===== config.mk =====
export PLATFORM = sky130hd
export DESIGN_NAME = cordic_quadrant_wrap
export DESIGN_NICKNAME = d
export VERILOG_FILES = /design/src/rtl/cordic_quadrant_wrap.sv
export SDC_FILE = /design/constraint.sdc
export NUM_CORES = 1
export LEC_CHECK = 0
export CELL_PAD_IN_SITES_DETAIL_PLACEMENT = 1
export CELL_PAD_IN_SITES_GLOBAL_PLACEMENT = 1
export CORE_MARGIN = 1
export CORE_UTILIZATION = 42
export DETAILED_ROUTE_END_ITERATION = 12
export PLACE_DENSITY_LB_ADDON = 0.1
export REMOVE_ABC_BUFFERS = 1
export SLEW_MARGIN = 20
export SYNTH_ARGS = -nofsm -noshare
export SYNTH_HDL_FRONTEND = slang
export SYNTH_SLANG_ARGS = --single-unit

===== constraint.sdc =====
create_clock -name clk -period 6.2 [get_ports clk]
set_input_delay 1.86 -clock clk [delete_from_list [all_inputs] [get_ports clk]]
set_output_delay 1.86 -clock clk [all_outputs]
set_load 0.02 [all_outputs]

===== src/rtl/cordic_quadrant_wrap.sv =====
// ----------------------------------------------------------------------------
// cordic_quadrant_wrap
//
// Front end for a first-quadrant CORDIC sine/cosine core. A full-circle
// unsigned phase is split into a quadrant index and a residual angle. The
// residual is scaled into a signed 2.14 angle in [0, pi/2) for the core. The
// core is then started and its results are collected. They are rotated back
// into the requested quadrant, and the corrected pair is presented with a
// valid/ready handshake. A core that never finishes is covered by a RUN-state
// timeout, which returns zeros flagged with out_err.
//
// Parameters
//   TIMEOUT    maximum number of RUN cycles to wait for core_done
//   ARG_SCALE  pi/2 expressed in 2.14 fixed point
//
// Ports
//   clk            single clock, rising-edge active
//   reset          synchronous, active-high reset
//   in_valid       request present on in_phase
//   in_ready       block can accept a request (IDLE only)
//   in_phase       unsigned phase, 65536 counts per full turn
//   core_reset     one-cycle start pulse to the core (its reset is synchronous)
//   core_argument  reduced angle for the core, signed 2.14, held until next accept
//   core_sine      core sine result
//   core_cos       core cosine result
//   core_done      core has finished
//   out_valid      out_sin / out_cos / out_err hold a result
//   out_ready      consumer takes the result
//   out_sin        quadrant-corrected sine
//   out_cos        quadrant-corrected cosine
//   out_err        result came from a timeout rather than from the core
// ----------------------------------------------------------------------------
module cordic_quadrant_wrap #(
    parameter int TIMEOUT   = 40,
    parameter int ARG_SCALE = 25736
) (
    input  logic               clk,
    input  logic               reset,
    input  logic               in_valid,
    output logic               in_ready,
    input  logic [15:0]        in_phase,
    output logic               core_reset,
    output logic [15:0]        core_argument,
    input  logic signed [15:0] core_sine,
    input  logic signed [15:0] core_cos,
    input  logic               core_done,
    output logic               out_valid,
    input  logic               out_ready,
    output logic signed [15:0] out_sin,
    output logic signed [15:0] out_cos,
    output logic               out_err
);

    localparam int CW = (TIMEOUT > 1) ? $clog2(TIMEOUT) : 1;

    typedef enum logic [2:0] {
        IDLE,
        LOAD,
        RUN,
        FIX,
        HOLD
    } state_t;

    state_t             state;
    state_t             state_next;
    logic [1:0]         q;
    logic [CW-1:0]      run_cnt;
    logic signed [15:0] s;
    logic signed [15:0] c;
    logic               err;

    logic               accept;
    logic               done_take;
    logic               timeout_hit;
    logic [29:0]        arg_product;
    logic [15:0]        arg_scaled;
    logic signed [15:0] fix_sin;
    logic signed [15:0] fix_cos;

    // Two's complement negation that clips the single unrepresentable case.
    function automatic logic signed [15:0] neg_sat(input logic signed [15:0] v);
        if (v == 16'sh8000) begin
            return 16'sh7fff;
        end
        return -v;
    endfunction

    assign accept = (state == IDLE) && in_valid;

    // Residual (14 bits) times pi/2 (2.14) gives a 30-bit product; dropping 14
    // fraction bits leaves the 2.14 angle. The maximum, 25734, stays below pi/2,
    // so the top bit is always zero.
    assign arg_product = 30'(in_phase[13:0]) * 30'(ARG_SCALE);
    assign arg_scaled  = 16'(arg_product >> 14);

    // The first RUN cycle (run_cnt == 0) ignores core_done, because the core
    // may still show done from the previous job. A done on the final permitted
    // cycle beats the timeout.
    assign done_take   = (state == RUN) && (run_cnt != '0) && core_done;
    assign timeout_hit = (state == RUN) && (run_cnt == CW'(TIMEOUT - 1)) && !done_take;

    // Rotate the first-quadrant result back into the requested quadrant.
    always_comb begin
        // NOTE: every combinational output gets a default first, so that no
        // path through the case leaves it unassigned and infers a latch.
        fix_sin = s;
        fix_cos = c;
        case (q)
            2'd1: begin
                fix_sin = c;
                fix_cos = neg_sat(s);
            end
            2'd2: begin
                fix_sin = neg_sat(s);
                fix_cos = neg_sat(c);
            end
            2'd3: begin
                fix_sin = neg_sat(c);
                fix_cos = s;
            end
            default: begin
                fix_sin = s;
                fix_cos = c;
            end
        endcase
    end

    // Next-state and state-decoded handshake outputs.
    always_comb begin
        state_next = state;
        in_ready   = 1'b0;
        core_reset = 1'b0;
        out_valid  = 1'b0;
        case (state)
            IDLE: begin
                in_ready = 1'b1;
                if (in_valid) begin
                    state_next = LOAD;
                end
            end
            LOAD: begin
                core_reset = 1'b1;
                state_next = RUN;
            end
            RUN: begin
                if (done_take || timeout_hit) begin
                    state_next = FIX;
                end
            end
            FIX: begin
                state_next = HOLD;
            end
            HOLD: begin
                out_valid = 1'b1;
                if (out_ready) begin
                    state_next = IDLE;
                end
            end
            default: begin
                state_next = IDLE;
            end
        endcase
    end

    always_ff @(posedge clk) begin
        // NOTE: clocked state uses non-blocking assignments, so every register
        // samples pre-edge values and the result is independent of evaluation order.
        if (reset) begin
            state <= IDLE;
        end else begin
            state <= state_next;
        end
    end

    always_ff @(posedge clk) begin
        if (reset) begin
            q             <= '0;
            core_argument <= '0;
            run_cnt       <= '0;
            s             <= '0;
            c             <= '0;
            err           <= 1'b0;
            out_sin       <= '0;
            out_cos       <= '0;
            out_err       <= 1'b0;
        end else begin
            if (accept) begin
                q             <= in_phase[15:14];
                core_argument <= arg_scaled;
            end

            // Counter is cleared in LOAD so it reads 0 on the first RUN cycle.
            if (state == LOAD) begin
                run_cnt <= '0;
            end else if ((state == RUN) && !done_take && !timeout_hit) begin
                run_cnt <= run_cnt + CW'(1);
            end

            if (done_take) begin
                s   <= core_sine;
                c   <= core_cos;
                err <= 1'b0;
            end else if (timeout_hit) begin
                s   <= '0;
                c   <= '0;
                err <= 1'b1;
            end

            // Results are registered once in FIX and held unchanged through HOLD.
            if (state == FIX) begin
                out_sin <= fix_sin;
                out_cos <= fix_cos;
                out_err <= err;
            end
        end
    end

endmodule

======== After elaboration in Yosys (flattened, before gate mapping) ========
Cells that the tools add are included.
storage, ports and cells
  register bits ........................... 92
  output and inout bits ................... 52
  input port bits ......................... 53
  logic and storage cells ................. 67
operators by class
  eq/ne operators ......................... 13
  multiplexer cells ....................... 24
  multiply operators ...................... 1
  $add $sub $neg .......................... 3
  reductions and logical operators ........ 16
operators with widths
  operator                count
  $mux 16                 9
  $pmux 16 s3             2
  $eq 16x16->1 const B    2
  $neg 16->16             2
  $mul 14x12->26 const B  1
  $pmux 3 s5              1
  $mux 1                  9
  $mux 3                  3
  $logic_and 1x1->1       7
  $add 6x1->6 const B     1
  $eq 3x2->1 const B      2
  $eq 6x6->1 const B      1
  $reduce_bool 6->1       1
  $eq 2x2->1 const B      2
  $ne 2x2->1 const B      2
  $reduce_or 2->1         2
  $eq 3x1->1 const B      1
  $eq 3x3->1 const B      1
  $logic_not 3->1         1
  $reduce_and 3->1        1
  $eq 2x1->1 const B      1
  $logic_not 1->1         2
  $ne 2x1->1 const B      1
  $reduce_bool 2->1       1
  $logic_or 1x1->1        1

======== Depth between registers and ports, before layout ========
  depth after elaboration ................. 8
  gate-level depth with buffers ........... 16
  depth with buffers taken out ............ 15

======== Worst setup path after synthesis ========
Ideal clock, no wire load.
  kind .................................... input to register
  start ................................... in in_phase[1]
  end ..................................... reg core_argument[11]
  setup time .............................. 0.123 ns
  stages .................................. 14
  data required time ...................... 6.077 ns
  path buffers ............................ 0
  arrival ................................. 5.649 ns
  path slack .............................. 0.429 ns
  cell sequence ........................... ha_1 > inv_1 > fa_1 > inv_1 > fa_1 > fa_1 > ha_1 > ha_1 > and4_1 > o21ai_0 > a2111oi_0 > o211ai_1 > a21boi_0 > o31ai_1
on the way
  longest elaborated chain between the ends .. 1
ends and longest elaborated chain
  what                  line  RTL
  start, declared       41    input logic [15:0] in_phase,
  $mul 14x12->26        93    assign arg_product = 30'(in_phase[13:0]) * 30'(ARG_SCALE);
  end signal, assigned  189   core_argument <= arg_scaled;
  end, declared         43    output logic [15:0] core_argument,
Every way passes these cells.
A chain may end at the register's enable or synchronous reset.

======== Worst setup path in the final report ========
  start ................................... in in_phase[1]
  end ..................................... reg core_argument[12]
Same word-level chain as after synthesis.

==> impl_metrics.json <==
{
  "status": "finished clean",
  "peakVddDrop_uv": 143.7,
  "finalCriticalPeriod_ns": 6.030,
  "die_h_um": 132.9,
  "fin_skew_ns": 0.008014,
  "synthTopCellsByArea": "dfxtp_1 26%, ha_1 15%, fa_1 6.1%",
  "ctsHoldBuffers": 0,
  "drive_above_1_share_pct": 8.687,
  "rsz0062_at_grt": "no",
  "worstRegToRegCells": 8,
  "syn_area_um2": 7201,
  "floorplan.rows": 47,
  "die_area_um2": 17670,
  "synth_async_sr_flop_share_pct": 0,
  "cap_violations": 0,
  "cts_tree": "done",
  "r2r-start": "s[0]$_SDFFE_PP0P_",
  "finalHoldViolations": 0,
  "synth_area_leader_cell": "dfxtp_1",
  "yosys.cell_types.count": 72,
  "diodes": 0,
  "start_util_pct": 43.27,
  "io_buffer_count": 103,
  "fin_ws_ns": 0.1701,
  "core_area_um2": 16640,
  "ys_seq_area_share_pct": 25.58,
  "fillers": 1985,
  "routedWlPerCell_um": 19.23,
  "p_leak_nw": 3.736,
  "met3_wirelength_um": 780,
  "synth_seq_cells": 92,
  "wirelength_met1_mm": 9.217,
  "numCtsBuffers": 9,
  "synth_edf_count": 0,
  "worst_pin_slew_ns": 0.8642,
  "period_share_pct": 97.26,
  "end_kind": "register",
  "synth_most_common_cell": "dfxtp_1",
  "numClockSinks": 92,
  "multi_input_area_um2": 4933,
  "antenna_found_initial": 0,
  "fp.dieW_um": 132.9,
  "hp-start": "out_sin[15]$_SDFFE_PP0P_",
  "nets": 1121,
  "reg2reg_setup_slack_ns": 2.66,
  "clock-root-buffer": "clkbuf_16",
  "routabilityCongestion": 0.8288,
  "slew_headroom_pct": 42.26,
  "worst_ep_required_time_ns": 6.48,
  "drt_wl_total_mm": 22.82,
  "pin_count": 105,
  "holdPathStages": 2,
  "postSynthCellCount": 865,
  "worstPathArrival_ns": 6.31,
  "hold_end": "out_sin[15]$_SDFFE_PP0P_",
  "r2r_end": "out_cos[1]$_SDFFE_PP0P_",
  "htreeDepth": 3,
  "drtIter0Drc": 306,
  "post-synth-top-area-fraction_pct": 25.58,
  "cts_max_path_buffers": 2,
  "grt.total_usage_pct": 26.29,
  "grt_max_degree": 66,
  "power_density_nw_per_um2": 265.5,
  "grt_pass1_wl_mm": 37.03,
  "hold_path_class": "register to register",
  "worstPathMaxFanout": 4,
  "vias": 6935,
  "fin_util_pct": 53.20,
  "max_freq_ghz": 0.1658,
  "dp_hpwl_mm": 17.57,
  "instances_no_fill": 1187,
  "fin_area_um2": 8853,
  "postRouteAntennaNets": 0,
  "path_clk_slew_ns": 0.07,
  "yosysWarningCount": 0,
  "syn_avg_cell_area_um2": 8.324,
  "vias_per_cell": 5.842,
  "dp_cells": 1171,
  "ys_top_cells_by_count": "92 x dfxtp_1, 87 x nor2_1, 84 x ha_1",
  "startpoint_type": "input port",
  "finalPower_mw": 2.351,
  "pre_cts_slack_ns": -0.3661,
  "clk_latency_ns": 0.35,
  "syn_to_final_growth_pct": 22.95,
  "routed.top_layer": "met4",
  "crit_type": "input port to register",
  "dr.pass1.iters": 5,
  "drcViolationCount": 0,
  "place_area_um2": 8561,
  "slew_viol_final": 0,
  "setup_viol": 0,
  "grt_overflow": 0,
  "seqCellArea_um2": 1843,
  "grt_pass1_vias": 7388,
  "wl_met2_mm": 12.37,
  "ys.flop_type": "dfxtp_1"
}
==> flip-flops by register name (all words and copies together) (netlist names) <==
name           cells
out_sin           16
out_cos           16
s                 16
err                1
core_argument     15
run_cnt            6
q                  2
out_err            1
state              3
c                 16
==> cells in the final DEF, fill, tap and decap left out, types with 6 or more instances in the layout <==
master,n
a211oi_1,7
a21o_1,11
a21oi_1,50
a22o_1,6
a22oi_1,33
a31oi_1,9
buf_4,34
clkbuf_16,9
clkdlybuf4s50_1,102
dfxtp_1,91
fa_1,22
ha_1,84
inv_1,63
mux2i_1,8
mux4_2,9
nand2_1,80
nand2b_1,13
nand3_1,13
nand3b_1,6
nand4_1,8
nor2_1,86
nor2b_1,11
nor3_1,24
nor4_1,8
o211ai_1,8
o21a_1,6
o21ai_0,35
o31ai_1,7
or2_2,6
or3_1,7
xnor2_1,17
xor2_1,7
==> area by class of cell <==
class,instances,share of cell area (%)
repair buffers,137,14.47
well taps,220,3.109
multi-input cells,659,55.72
clock buffers,10,2.699
inverters,63,2.671
flip-flops and latches,92,20.82
clock inverters,6,0.5088
==> logic make-up (layout without fill, tap and decap cells) <==
family	Yosys count	after routing	synth area share (%)
flip-flops	92	92	25.58
multiplexers	19	19	4.240
other	1	1	0.05208
buffers and inverters	114	216	6.030
XOR/XNOR	24	24	2.919
AO/OA/AOI/OAI	217	217	20.42
AND/OR/NAND/NOR	292	292	20.05
adder cells (fa/ha/maj)	106	106	20.71
==> per-stage QoR <==
| step | setup TNS [ns] | hold slack, ns |
|---|---|---|
| after global placement | -0.8859 | 0.4259 |
| after CTS | 0 | 0.4402 |
| after detailed placement | -1.724 | 0.4303 |
| after global routing | 0 | 0.4672 |
| after floorplan | 0 | 0.4253 |
| final | 0 | 0.4365 |
==> worst max-delay path by stage <==
stage,startpoint,endpoint,slack (ns),depth (start not counted)
after floorplan,in_phase[1],core_argument[11]$_SDFFE_PP0P_,0.43,14
after global placement,in_phase[1],core_argument[11]$_SDFFE_PP0P_,-0.28,16
after detailed placement,in_phase[1],core_argument[11]$_SDFFE_PP0P_,-0.37,16
after CTS,in_phase[1],core_argument[13]$_SDFFE_PP0P_,0.004,16
after global routing,in_phase[1],core_argument[12]$_SDFFE_PP0P_,0.006,16
final,in_phase[1],core_argument[12]$_SDFFE_PP0P_,0.17,16
==> metal layers <==
| metal | vias to the layer above | GRT usage [%] |
|---|---|---|
| met5 | - | 0 |
| met2 | 163 | 51.25 |
| met4 | 0 | 9.068 |
| li1 | 3299 | - |
| met3 | 40 | 3.372 |
| met1 | 3433 | 28.79 |
==> worst max-delay path, stage by stage <==
cell             delay [ns]
clkdlybuf4s50_1        0.46
ha_1                   0.30
inv_1                  0.05
fa_1                   0.50
inv_1                  0.06
fa_1                   0.53
fa_1                   0.43
ha_1                   0.33
ha_1                   0.34
or2_2                  0.28
a31oi_1                0.23
a211o_1                0.17
o21ai_0                0.18
buf_4                  0.19
o31a_1                 0.23
o211ai_1               0.17
==> what timing repair did <==
action                     4_1_cts  5_1_grt
resized for setup                0        2
buffers inserted                 0        0
setup endpoints to repair        0        3
==> power breakdown <==
group	leakage, nW	switching [mW]	internal, mW	total (mW)
clock network	0.144	0.245	0.286	0.532
registers	0.744	0.0286	0.630	0.659
logic	2.85	0.622	0.538	1.16
Note: power is estimated with default switching activity, not from simulation.
